### config.mk
export PLATFORM = sky130hd
export DESIGN_NAME = full_subtractor_serial8_flat
export DESIGN_NICKNAME = d
export VERILOG_FILES = /design/src/rtl/full_subtractor_serial8_if.sv /design/src/rtl/full_subtractor_serial8.sv /design/src/flat_wrapper.sv
export SDC_FILE = /design/constraint.sdc
export NUM_CORES = 1
export LEC_CHECK = 0
export ABC_AREA = 1
export CORE_UTILIZATION = 40
export CTS_CLUSTER_DIAMETER = 100
export DETAILED_ROUTE_END_ITERATION = 16
export DONT_BUFFER_PORTS = 1
export PLACE_DENSITY = 0.58
export SYNTH_ARGS = -nofsm -noshare
export SYNTH_HDL_FRONTEND = slang
export SYNTH_SLANG_ARGS = --single-unit
### constraint.sdc
create_clock -name clk -period 1.65 [get_ports clk]
set_clock_uncertainty 0.05 [all_clocks]
set_input_delay 0.2475 -clock clk [delete_from_list [all_inputs] [get_ports clk]]
set_output_delay 0.2475 -clock clk [all_outputs]
set_load 0.05 [all_outputs]
### src/rtl/full_subtractor_serial8_if.sv
// full_subtractor_serial8_if: start/busy/done handshake and operand/result bus.
// ovf is present only when SERIAL_SUB_OVF_EN is defined.
interface full_subtractor_serial8_if #(
    parameter int WIDTH = 8
);
    logic             start;
    logic [WIDTH-1:0] A;
    logic [WIDTH-1:0] B;
    logic             Bin;
    logic [WIDTH-1:0] D;
    logic             Bout;
    logic             busy;
    logic             done;
`ifdef SERIAL_SUB_OVF_EN
    logic             ovf;
`endif

    modport master (
        output start, A, B, Bin,
        input  D, Bout, busy, done
`ifdef SERIAL_SUB_OVF_EN
        , ovf
`endif
    );

    modport slave (
        input  start, A, B, Bin,
        output D, Bout, busy, done
`ifdef SERIAL_SUB_OVF_EN
        , ovf
`endif
    );
endinterface

### src/rtl/full_subtractor_serial8.sv
// full_subtractor_serial8: bit-serial A - B - Bin, one cell reused LSB-first.
// Define SERIAL_SUB_OVF_EN to add the signed overflow flag (ovf).
module full_subtractor_serial8 #(
    parameter int WIDTH = 8
) (
    input logic                    clk,
    input logic                    rst,
    full_subtractor_serial8_if.slave bus
);
    localparam int CW = (WIDTH > 2) ? $clog2(WIDTH) : 1;

    typedef enum logic [1:0] {
        IDLE,
        SHIFT,
        DONE
    } state_t;

    state_t           state;
    state_t           state_nx;
    logic             load;
    logic             step;
    logic             last;

    logic [CW-1:0]    cnt;
    logic [WIDTH-1:0] a_sh;
    logic [WIDTH-1:0] b_sh;
    logic [WIDTH-1:0] sr;
    logic             bor;

    logic [WIDTH-1:0] d_q;
    logic             bout_q;

    logic             a_i;
    logic             b_i;
    logic             d_i;
    logic             bor_nx;

    assign last = (cnt == CW'(WIDTH - 1));

    // State register; reset aborts any operation in flight.
    always_ff @(posedge clk or posedge rst) begin
        if (rst) begin
            state <= IDLE;
        end else begin
            state <= state_nx;
        end
    end

    // Next state and load/step strobes; start only counts outside SHIFT.
    always_comb begin
        state_nx = state;
        load     = 1'b0;
        step     = 1'b0;
        unique case (state)
            IDLE: begin
                if (bus.start) begin
                    load     = 1'b1;
                    state_nx = SHIFT;
                end
            end
            SHIFT: begin
                step = 1'b1;
                if (last) begin
                    state_nx = DONE;
                end
            end
            DONE: begin
                if (bus.start) begin
                    load     = 1'b1;
                    state_nx = SHIFT;
                end else begin
                    state_nx = IDLE;
                end
            end
            default: begin
                state_nx = IDLE;
            end
        endcase
    end

    // The single full-subtractor cell working on the current LSBs.
    always_comb begin
        a_i    = a_sh[0];
        b_i    = b_sh[0];
        d_i    = a_i ^ b_i ^ bor;
        bor_nx = (~a_i & b_i) | (~(a_i ^ b_i) & bor);
    end

    // Operand shifters, running borrow, bit counter and partial result.
    always_ff @(posedge clk or posedge rst) begin
        if (rst) begin
            a_sh <= '0;
            b_sh <= '0;
            bor  <= 1'b0;
            cnt  <= '0;
            sr   <= '0;
        end else if (load) begin
            a_sh <= bus.A;
            b_sh <= bus.B;
            bor  <= bus.Bin;
            cnt  <= '0;
        end else if (step) begin
            a_sh <= a_sh >> 1;
            b_sh <= b_sh >> 1;
            bor  <= bor_nx;
            cnt  <= cnt + 1'b1;
            sr   <= {d_i, sr[WIDTH-1:1]};
        end
    end

    // Visible result only changes on the edge that finishes the MSB.
    always_ff @(posedge clk or posedge rst) begin
        if (rst) begin
            d_q    <= '0;
            bout_q <= 1'b0;
        end else if (step && last) begin
            d_q    <= {d_i, sr[WIDTH-1:1]};
            bout_q <= bor_nx;
        end
    end

`ifdef SERIAL_SUB_OVF_EN
    logic a_msb;
    logic b_msb;
    logic ovf_q;

    // Operand sign bits, kept because the shifters lose them.
    always_ff @(posedge clk or posedge rst) begin
        if (rst) begin
            a_msb <= 1'b0;
            b_msb <= 1'b0;
        end else if (load) begin
            a_msb <= bus.A[WIDTH-1];
            b_msb <= bus.B[WIDTH-1];
        end
    end

    // Overflow: signs differ and the result sign departs from A's.
    always_ff @(posedge clk or posedge rst) begin
        if (rst) begin
            ovf_q <= 1'b0;
        end else if (step && last) begin
            ovf_q <= (a_msb ^ b_msb) & (d_i ^ a_msb);
        end
    end

    assign bus.ovf = ovf_q;
`endif

    assign bus.D    = d_q;
    assign bus.Bout = bout_q;
    assign bus.busy = (state == SHIFT);
    assign bus.done = (state == DONE);

endmodule

### src/flat_wrapper.sv
// flat-port wrapper written by rule: the top's interface ports become plain ports
module full_subtractor_serial8_flat 
#(
    parameter int WIDTH = 8
)
  (clk, rst, bus_start, bus_A, bus_B, bus_Bin, bus_D, bus_Bout, bus_busy, bus_done);
  full_subtractor_serial8_if #(.WIDTH(WIDTH)) bus_i ();
  input logic clk;
  input logic rst;
  input wire logic [$bits(bus_i.start)-1:0] bus_start;
  input wire logic [$bits(bus_i.A)-1:0] bus_A;
  input wire logic [$bits(bus_i.B)-1:0] bus_B;
  input wire logic [$bits(bus_i.Bin)-1:0] bus_Bin;
  output wire logic [$bits(bus_i.D)-1:0] bus_D;
  output wire logic [$bits(bus_i.Bout)-1:0] bus_Bout;
  output wire logic [$bits(bus_i.busy)-1:0] bus_busy;
  output wire logic [$bits(bus_i.done)-1:0] bus_done;
  assign bus_i.start = bus_start;
  assign bus_i.A = bus_A;
  assign bus_i.B = bus_B;
  assign bus_i.Bin = bus_Bin;
  assign bus_D = bus_i.D;
  assign bus_Bout = bus_i.Bout;
  assign bus_busy = bus_i.busy;
  assign bus_done = bus_i.done;
  full_subtractor_serial8 #(.WIDTH(WIDTH)) u_core (.clk(clk), .rst(rst), .bus(bus_i));
endmodule
==> out/qor.yml, run 1 <==
path_cells: "buf_4 -> nor2_1 -> buf_4"
finalMaxSlewViolations: 0
initial_core_util_pct: 42.3
fmax_mhz: 670
synth_seq_area_share_pct: 55.4
drive_gt1_share_pct: 9.91
synth_area_leaders: "dfrtp_1 55%, nand2_1 18%, inv_1 7.2%"
finalSetupViolations: 0
cts_buffer_depth: 2
dieWidth_um: 67.5
finalInstanceArea_um2: 1910
yosysUniqueCellTypes: 18
syn_to_final_growth_pct: 11.3
yosysTopAreaCell: "dfrtp_1"
rrSetupSlack_ns: 0.23
grt_max_degree: 39
cp-start-kind: "flip-flop"
fp.dieArea_um2: 4550
endpoint_kind: "output port"
syn-num-nets: 234
final_common_cell: "nand2_1"
crit_top_cell: "buf_4"
max_stage_delay_ns: 0.39
cts_resized: 0
ys_async_sr_fraction_pct: 100
num_io_pins: 31
path_buf_inv: 2
power_density_nw_per_um2: 2130
min_from: "bus_A[7]"
port_buffers: 0
ir_drop_v: 0.000721
finalHoldViolations: 0
gp_congestion: 0.727
crit_arrival_ns: 1.20
coreArea_um2: 4060
wl_per_cell_um: 11.5
htreeDepth: 2
postSynthCellCount: 211
grt_pass1_vias: 1209
setup_tns_ns: 0
clkTransAtPathRegs_ns: 0.07
antenna_found_initial: 0
fin_nets: 244
placed_area_um2: 1800
firstDrtPassIters: 4
critical-path-top-delay-family: "buffers and inverters"
r2r_cells: 6
holdPathEnd: "u_core.a_sh[7]"
grt_usage_pct: 16.6
crit-reg2reg-launch: "u_core.cnt[0]"
grt_pass1_wl_um: 5480
drt-total-wl_um: 3130
syn_area_um2: 1720
via_count: 1271
syn_area_per_cell_um2: 8.13
vias_per_cell: 4.67
outcome: "complete, no violations"
synth_seq_cells: 38
cap_violations: 0
drtIter0Drc: 68
overflow: 0
hold_path_class: "in2reg"
clk_latency_ns: 0.29
synth_flop_cell: "dfrtp_1"
worst-path-stages: 3
route.detailed.drc: 0
ant_nets: 0
finalCritPeriodShare_pct: 90.5
hold_depth: 2
worst_pin_slew_ns: 0.491
synth-edff-count: 0
synth_top_area_share_pct: 55.4
cts_tree: "done"
synth_warnings: 0
path_max_fanout: 13
critPathKind: "reg2out"
r2r_end: "u_core.bus.D[0]"
cts-root-buf: "clkbuf_8"
rows: 23
post-route-min-period_ns: 1.49
layout_common_cells: "82 x nand2_1, 38 x dfrtp_1, 33 x inv_1, 20 x nand3_1, 9 x o21ai_0"
hpwl_um: 2180
cts_buffers: 5
numClockSinks: 38
critical_path_required_ns: 1.35
slowest_stage: "dfrtp_1"
relSlewSlack_pct: 67.3
cellLeakagePower_nw: 1.05
chipHeight_um: 67.5
num_antenna_cells: 0
cts_setup_buffers: 0
rsz0062_at_grt: "no"
## cells in the mapped netlist (2+ instances only)
cell type,count
nor2_1,5
clkbuf_1,2
ha_1,2
buf_2,3
nand3_1,20
inv_1,33
o21ai_1,8
o21ai_0,9
dfrtp_1,38
nand2_2,2
nand2_1,82
## metal layers
metal / vias up / share of wire [%] / track usage [%]
met5: - / 0 / 0
met4: 0 / 1.9 / 7.98
met3: 7 / 4.9 / 5.91
met2: 24 / 44 / 24.5
met1: 584 / 49 / 21.4
li1: 656 / - / -
## worst max path at each step
stage / from / end / slack (ns)
detailed placement: u_core.cnt[0] / u_core.bus.D[0] / 0.21
global placement: u_core.cnt[0] / u_core.bus.D[0] / 0.27
global route: u_core.state[1] / bus_done / 0.1
floorplan: u_core.state[1] / bus_done / 0.06
CTS: u_core.state[0] / bus_done / 0.14
finish: u_core.state[0] / bus_done / 0.16
## final cells by class
class                           count  area, um2
Fill cell                         420       2150
Sequential cell                    38        951
Multi-Input combinational cell    132        597
Inverter                           35        134
Clock buffer                        6       82.6
Timing Repair Buffer                9       70.1
Tap cell                           50       62.6
Clock inverter                      2       12.5
## registers in the layout (all words and copies together), names as in the netlist
name,cells
u_core.a_sh,8
u_core.b_sh,8
u_core.bor,1
u_core.bus.Bout,1
u_core.bus.D,8
u_core.cnt,3
u_core.sr,7
u_core.state,2
## cell families (layout without fill, tap and decap cells)
logic type	count (synthesis)	count (layout)	synth area share (%)
buffers and inverters	41	52	9.77
and+or+nand+nor	111	111	26.9
DFF	38	38	55.4
adders and majority gates	3	3	2.63
AOI/OAI and AO/OA	18	18	5.25
## per-stage QoR
stage                     worst slack [ns]  hold slack [ns]  utilization, %  total power [mW]  cells
after floorplan                     0.0600            0.314               -              3.08    211
after global placement               0.271            0.235            44.5              3.40    263
after detailed placement             0.209            0.233            44.5              3.45    263
after CTS                            0.136           0.0184            47.1              4.13    272
after global routing                0.0952           0.0170            47.1              4.45    272
final                                0.157           0.0223            47.1              4.06    272
## power breakdown
group | leakage, nW | total (mW) | switching, mW | internal [mW]
clock | 0.0472 | 0.667 | 0.331 | 0.336
combinational | 0.530 | 1.45 | 0.928 | 0.519
sequential | 0.477 | 1.95 | 0.589 | 1.36
## worst reg2reg max path: stages (launching register included)
cell and delay (ns):
dfrtp_1 0.40, ha_1 0.20, ha_1 0.20, nand2_2 0.26, inv_1 0.10, nand2_1 0.07, nand2_1 0.04
## what timing repair did
item / 4_1_cts / 5_1_grt
endpoints found under the setup margin: 0 / 0
hold buffers: 1 / 0
hold endpoints to repair: 38 / 0
No activity file was read; power rests on OpenSTA's default activity.
==> inputs of run 2 (changes only) <==
--- a/config.mk
+++ b/config.mk
@@ -10,7 +10,6 @@
 export CTS_CLUSTER_DIAMETER = 100
 export DETAILED_ROUTE_END_ITERATION = 16
 export DONT_BUFFER_PORTS = 1
-export PLACE_DENSITY = 0.58
 export SYNTH_ARGS = -nofsm -noshare
 export SYNTH_HDL_FRONTEND = slang
 export SYNTH_SLANG_ARGS = --single-unit
==> run 2 against run 1 <==
  * Via count shrank 2.5%
  * Global-route usage shrank 0.32 points
  * Count of clock-buffer cells in the layout is the same
  * Worst setup slack gained 0.0053 ns
  * Largest cell class unchanged
  * Largest power group unchanged
==> out/qor.yml, run 2 (synthesis gave the netlist of run 1 again) <==
outcome: "complete, no violations"
relSlewSlack_pct: 66.0  # -1.2 points
cts_buffer_depth: 2  # unchanged
worst_pin_slew_ns: 0.509  # +0.0181 ns
htreeDepth: 2  # unchanged
finalSetupViolations: 0  # unchanged
fmax_mhz: 672  # +0.36%
crit_end: "bus_done"
place_inst: 262  # -0.38%
power.total_mw: 4.18  # +3.0%
slowest_stage: "dfrtp_1"
via_count: 1239  # -2.5%
initial_core_util_pct: 42.3  # unchanged
critical_path_required_ns: 1.35  # about the same
clk_latency_ns: 0.29  # about the same
critical-path-top-delay-family: "flip-flops"
firstDrtPassIters: 4  # unchanged
cts_tree: "done"
dieWidth_um: 67.5  # unchanged
drt-total-wl_um: 3110  # -0.45%
grt_max_degree: 39  # unchanged
cts-root-buf: "clkbuf_8"
max_stage_delay_ns: 0.39  # about the same
chipHeight_um: 67.5  # unchanged
crit_arrival_ns: 1.19  # about the same
ir_drop_v: 0.000730  # +1.2%
numClockSinks: 38  # unchanged
layout.cells.non_filler: 270  # -0.74%
whs_ns: 0.0174  # -0.00494 ns
crit-reg2reg-launch: "u_core.cnt[0]"
grt_pass1_vias: 1165  # -3.6%
wl_per_cell_um: 11.5  # +0.29%
finalHoldViolations: 0  # unchanged
coreArea_um2: 4060  # unchanged
syn_to_final_growth_pct: 11.9
worst-path-stages: 3  # unchanged
drtIter0Drc: 95  # +40%
num_io_pins: 31  # unchanged
r2r_cells: 6  # unchanged
route.detailed.drc: 0  # unchanged
finalCritPeriodShare_pct: 90.2  # -0.32 points
overflow: 0  # unchanged
cts_buffers: 5  # unchanged
fin_nets: 243  # -0.41%
endpoint_kind: "output port"
post-route-min-period_ns: 1.49  # -0.00532 ns
rrSetupSlack_ns: 0.24  # about the same
antenna_found_initial: 0  # unchanged
gp_congestion: 0.708  # -2.6%
r2r_end: "u_core.bus.D[0]"
setup_tns_ns: 0  # unchanged
path_cells: "buf_4 -> nor2_1 -> buf_4"
layout_common_cells: "82 x nand2_1, 38 x dfrtp_1, 33 x inv_1, 20 x nand3_1, 9 x o21ai_0"
hold_path_class: "in2reg"
cap_violations: 0  # unchanged
cellLeakagePower_nw: 1.06  # +0.46%
power_density_nw_per_um2: 2180  # +2.4%
critPathKind: "reg2out"
fillers: 422  # +0.48%
crit_start: "u_core.state[0]"
final_common_cell: "nand2_1"
grt_pass1_wl_um: 5330  # -2.8%
num_antenna_cells: 0  # unchanged
cp-start-kind: "flip-flop"
port_buffers: 0  # unchanged
rows: 23  # unchanged
path_max_fanout: 13  # unchanged
vias_per_cell: 4.59  # -1.8%
fp.dieArea_um2: 4550  # unchanged
finalMaxSlewViolations: 0  # unchanged
grt_usage_pct: 16.3  # -0.32 points
rsz0062_at_grt: "no"
path_buf_inv: 2  # unchanged
drive_gt1_share_pct: 9.09  # -0.82 points
clkTransAtPathRegs_ns: 0.07  # about the same
hpwl_um: 2090  # -4.4%
ant_nets: 0  # unchanged
crit_top_cell: "buf_4"
==> run 2: worst min-delay path by stage <==
| stage | startpoint | to | slack [ns] | depth (start not counted) |
|---|---|---|---|---|
| 5_1_grt | bus_A[7] | u_core.a_sh[7] | 0.02 | 2 |
| 3_3_place_gp | rst | u_core.bus.D[5] | 0.24 | 2 |
| 6_report | bus_A[7] | u_core.a_sh[7] | 0.02 | 2 |
| 3_5_place_dp | rst | u_core.bus.D[5] | 0.24 | 2 |
| 2_1_floorplan | bus_A[7] | u_core.a_sh[7] | 0.31 | 2 |
| 4_1_cts | bus_A[7] | u_core.a_sh[7] | 0.01 | 2 |
==> run 2: cell type report <==
| cell class | count | area, um2 | share of cell area [%] |
|---|---|---|---|
| clock buffers | 6 | 82.6 | 4.30 |
| repair buffers | 8 | 62.6 | 3.26 |
| clock inverters | 1 | 30.0 | 1.56 |
| flip-flops and latches | 38 | 951 | 49.5 |
| inverters | 35 | 134 | 6.98 |
| well taps | 50 | 62.6 | 3.26 |
| multi-input cells | 132 | 597 | 31.1 |
==> run 2: repair_timing <==
item	in CTS	in global routing
gates resized for setup	0	0
setup buffers	0	0
hold endpoints to repair	38	0
hold buffers	1	0
==> run 2: power by group <==
| group | switching [mW] | internal, mW |
|---|---|---|
| clock network | 0.324 | 0.484 |
| logic | 0.907 | 0.512 |
| registers | 0.597 | 1.36 |
| total | 1.83 | 2.36 |
==> run 2: stage by stage <==
stage | cell area (um2) | setup slack, ns | util, %
3_3_place_gp | 1800 | 0.275 | 44.3
4_1_cts | 1920 | 0.142 | 47.3
2_1_floorplan | 1720 | 0.0600 | -
5_1_grt | 1920 | 0.103 | 47.3
3_5_place_dp | 1800 | 0.230 | 44.3
6_report | 1920 | 0.162 | 47.3
==> run 2: layer usage <==
layer	global-route usage [%]	up-vias	part of all wire, %	wire length, um
met3	4.90	7	4.0	126
met4	7.98	0	2.2	70
met2	22.8	22	41	1290
met1	22.7	557	52	1630
li1	-	653	-	-
met5	0	-	0	0
==> inputs of run 3 (changes only) <==
--- a/config.mk
+++ b/config.mk
@@ -5,7 +5,6 @@
 export SDC_FILE = /design/constraint.sdc
 export NUM_CORES = 1
 export LEC_CHECK = 0
-export ABC_AREA = 1
 export CORE_UTILIZATION = 40
 export CTS_CLUSTER_DIAMETER = 100
 export DETAILED_ROUTE_END_ITERATION = 16
==> constraint.sdc (replaced) <==
create_clock -name clk -period 1.7 [get_ports clk]
set_clock_uncertainty 0.05 [all_clocks]
set_input_delay 0.255 -clock clk [delete_from_list [all_inputs] [get_ports clk]]
set_output_delay 0.255 -clock clk [all_outputs]
set_load 0.05 [all_outputs]
==> run 3 against run 2 <==
  * The run now ends with DRC left
  * Worst setup slack got worse by 0.095 ns
  * Cell count decreased by 21%
  * Synthesized cell count decreased by 25%
  * Register-to-register slack got worse by 0.07 ns
  * Largest cell class unchanged
  * Die area increased by 12%
  * Sequential cell count unchanged
  * Clock power increased by 13%
==> out/qor.yml, run 3 <==
synth_warnings: 0  # unchanged
initial_core_util_pct: 43.0  # +0.73 points
worst_pin_slew_ns: 0.490  # -0.0188 ns
cts_resized: 0  # unchanged
dieWidth_um: 71.4  # +5.7%
syn-num-nets: 181  # -23%
grt_usage_pct: 14.0  # -2.2 points
critical_path_required_ns: 1.39  # +0.04 ns
fillers: 390  # -7.6%
clkTransAtPathRegs_ns: 0.08  # about the same
rrSetupSlack_ns: 0.17  # -0.07 ns
numClockSinks: 38  # unchanged
finalCritPeriodShare_pct: 96.1
synth_area_leaders: "dfrtp_1 49%, mux2i_1 8.3%, mux2_2 6.4%"
cts_tree: "done"
syn_area_um2: 1920  # +12%
synth_flop_cell: "dfrtp_1"
r2r_cells: 4  # -2
htreeDepth: 2  # unchanged
cp-start-kind: "flip-flop"
finalSetupViolations: 0  # unchanged
crit_start: "u_core.state[1]"
grt_pass1_wl_um: 5520  # +3.6%
grt_pass1_vias: 1157  # -0.69%
critPathKind: "reg2out"
cts_buffers: 5  # unchanged
layout_common_cells: "38 x dfrtp_1, 16 x mux2i_1, 16 x nor2b_1, 15 x a211oi_1, 15 x a21oi_1"
finalMaxSlewViolations: 0  # unchanged
crit_arrival_ns: 1.33  # +0.14 ns
yosysTopAreaCell: "dfrtp_1"
ys_async_sr_fraction_pct: 100  # unchanged
postSynthCellCount: 158  # -25%
cts_buffer_depth: 2  # unchanged
grt.met2_usage_pct: 22.8  # about the same
hpwl_um: 2100  # +0.60%
port_buffers: 0  # unchanged
drt-total-wl_um: 3190  # +2.4%
drtIter0Drc: 30  # -68%
outcome: "complete, but fails checks"
synth_seq_area_share_pct: 49.4  # -6.0 points
final_common_cell: "dfrtp_1"
chipHeight_um: 71.4  # +5.7%
clk_latency_ns: 0.29  # about the same
overflow: 0  # unchanged
endpoint_kind: "output port"
synth-edff-count: 0  # unchanged
layout.cells.non_filler: 214  # -21%
vias_per_cell: 5.48  # +19%
relSlewSlack_pct: 67.3  # +1.3 points
cap_violations: 0  # unchanged
post-route-min-period_ns: 1.63
r2r_end: "u_core.bus.D[6]"
syn_area_per_cell_um2: 12.2  # +50%
hold_path_class: "in2reg"
violations: "DRC"
use_met1_pct: 17.4  # -5.3 points
cellLeakagePower_nw: 0.917  # -13%
hold_depth: 1  # -1
coreArea_um2: 4470  # +10%
grt_max_degree: 43  # +10%
whs_ns: 0.0395  # +0.0222 ns
firstDrtPassIters: 10  # +6
synth_top_area_share_pct: 49.4  # -6.0 points
grt_most_used_layer: "met2"
place_inst: 202  # -23%
num_io_pins: 31  # unchanged
rows: 24  # +4.3%
gr-usage-met3_pct: 4.78  # -0.12 points
power_density_nw_per_um2: 2080  # -4.7%
drive_gt1_share_pct: 23.5  # +14 points
ir_drop_v: 0.000705  # -3.3%
gp_congestion: 0.707  # -0.18%
finalHoldViolations: 0  # unchanged
power.total_mw: 4.42  # +5.6%
min_from: "bus_start"
route.detailed.drc: 1  # +1
wl_per_cell_um: 14.9  # +29%
yosysUniqueCellTypes: 23  # +5
synth_seq_cells: 38  # unchanged
num_antenna_cells: 0  # unchanged
syn_to_final_growth_pct: 10.5
crit-reg2reg-launch: "u_core.cnt[0]"
cts-root-buf: "clkbuf_8"
synth_most_common_cell: "dfrtp_1"
setup_tns_ns: 0  # unchanged
via_count: 1172  # -5.4%
ant_nets: 0  # unchanged
rsz0062_at_grt: "no"
fin_nets: 184  # -24%
antenna_found_initial: 0  # unchanged
fmax_mhz: 612
path_max_fanout: 18  # +5
fp.dieArea_um2: 5090  # +12%
netlist_top_cells_count: "38 x dfrtp_1, 16 x mux2i_1, 16 x nor2b_1, 15 x a211oi_1, 15 x a21oi_1"
holdPathEnd: "u_core.cnt[1]"
utilization_pct: 47.5  # +0.21 points
run 3: cell types whose count changed in the layout (fill, tap and decap cells not counted), sizes merged, moves of 2 or more:
cell and delta:
nand3 -18, a21oi +14, mux2 +19, nand2b +2, o21ai -12, mux2i +16, buf +2, nand2 -82
nor2 -4, inv -31, nor2b +17, a211oi +15
run 3: area by class of cell:
cell class	count	area (um2)	area share (%)
sequential	38	951	44.7
multi-input combinational	102	855	40.2
timing repair buffer	10	103	4.83
clock buffer	5	68.8	3.24
clock inverter	3	68.8	3.24
tap	52	65.1	3.06
inverter	4	15.0	0.706
run 3: through the flow:
| stage | cell area [um2] | worst slack [ns] |
|---|---|---|
| 2_1_floorplan | 1920 | 0.0336 |
| 3_3_place_gp | 1960 | 0.171 |
| 3_5_place_dp | 1960 | 0.155 |
| 4_1_cts | 2100 | 0.0412 |
| 5_1_grt | 2130 | 0.00735 |
| 6_report | 2130 | 0.0671 |
run 3: metal layers:
metal / vias up / share of wire, %
li1: 564 / -
met1: 579 / 45
met2: 25 / 48
met3: 4 / 4.9
met4: 0 / 1.7
met5: - / 0
run 3: cells by family (layout without fill, tap and decap cells):
group	after synthesis	count (layout)	share of synthesized area, %
AO/OA/AOI/OAI	36	36	11.5
AND/OR/NAND/NOR	27	27	9.10
multiplexers	35	35	21.0
XOR/XNOR	1	1	0.455
adder cells (fa/ha/maj)	3	3	2.34
buffers and inverters	18	22	6.18
flip-flops	38	38	49.4
run 3: how the worst max path moves through the flow:
stage / endpoint / slack (ns)
2_1_floorplan: bus_done / 0.03
3_3_place_gp: u_core.bus.D[6] / 0.17
3_5_place_dp: u_core.bus.D[6] / 0.15
4_1_cts: bus_busy / 0.04
5_1_grt: bus_done / 0.007
6_report: bus_done / 0.07
run 3: what timing repair did:
item	4_1_cts	5_1_grt
endpoints found under the hold margin	38	0
endpoints found under the setup margin	0	1
buffers inserted	0	3
hold buffers	1	0
run 3: worst max-delay path: stages, from the launching register on:
cell	delay, ns
dfrtp_1	0.47
buf_12	0.21
nor2b_1	0.15
buf_4	0.20
run 3: power by group:
group          switching, mW  internal (mW)  leakage [nW]
clock                  0.324          0.588        0.0683
combinational          0.605          0.866         0.390
sequential             0.699           1.34         0.458
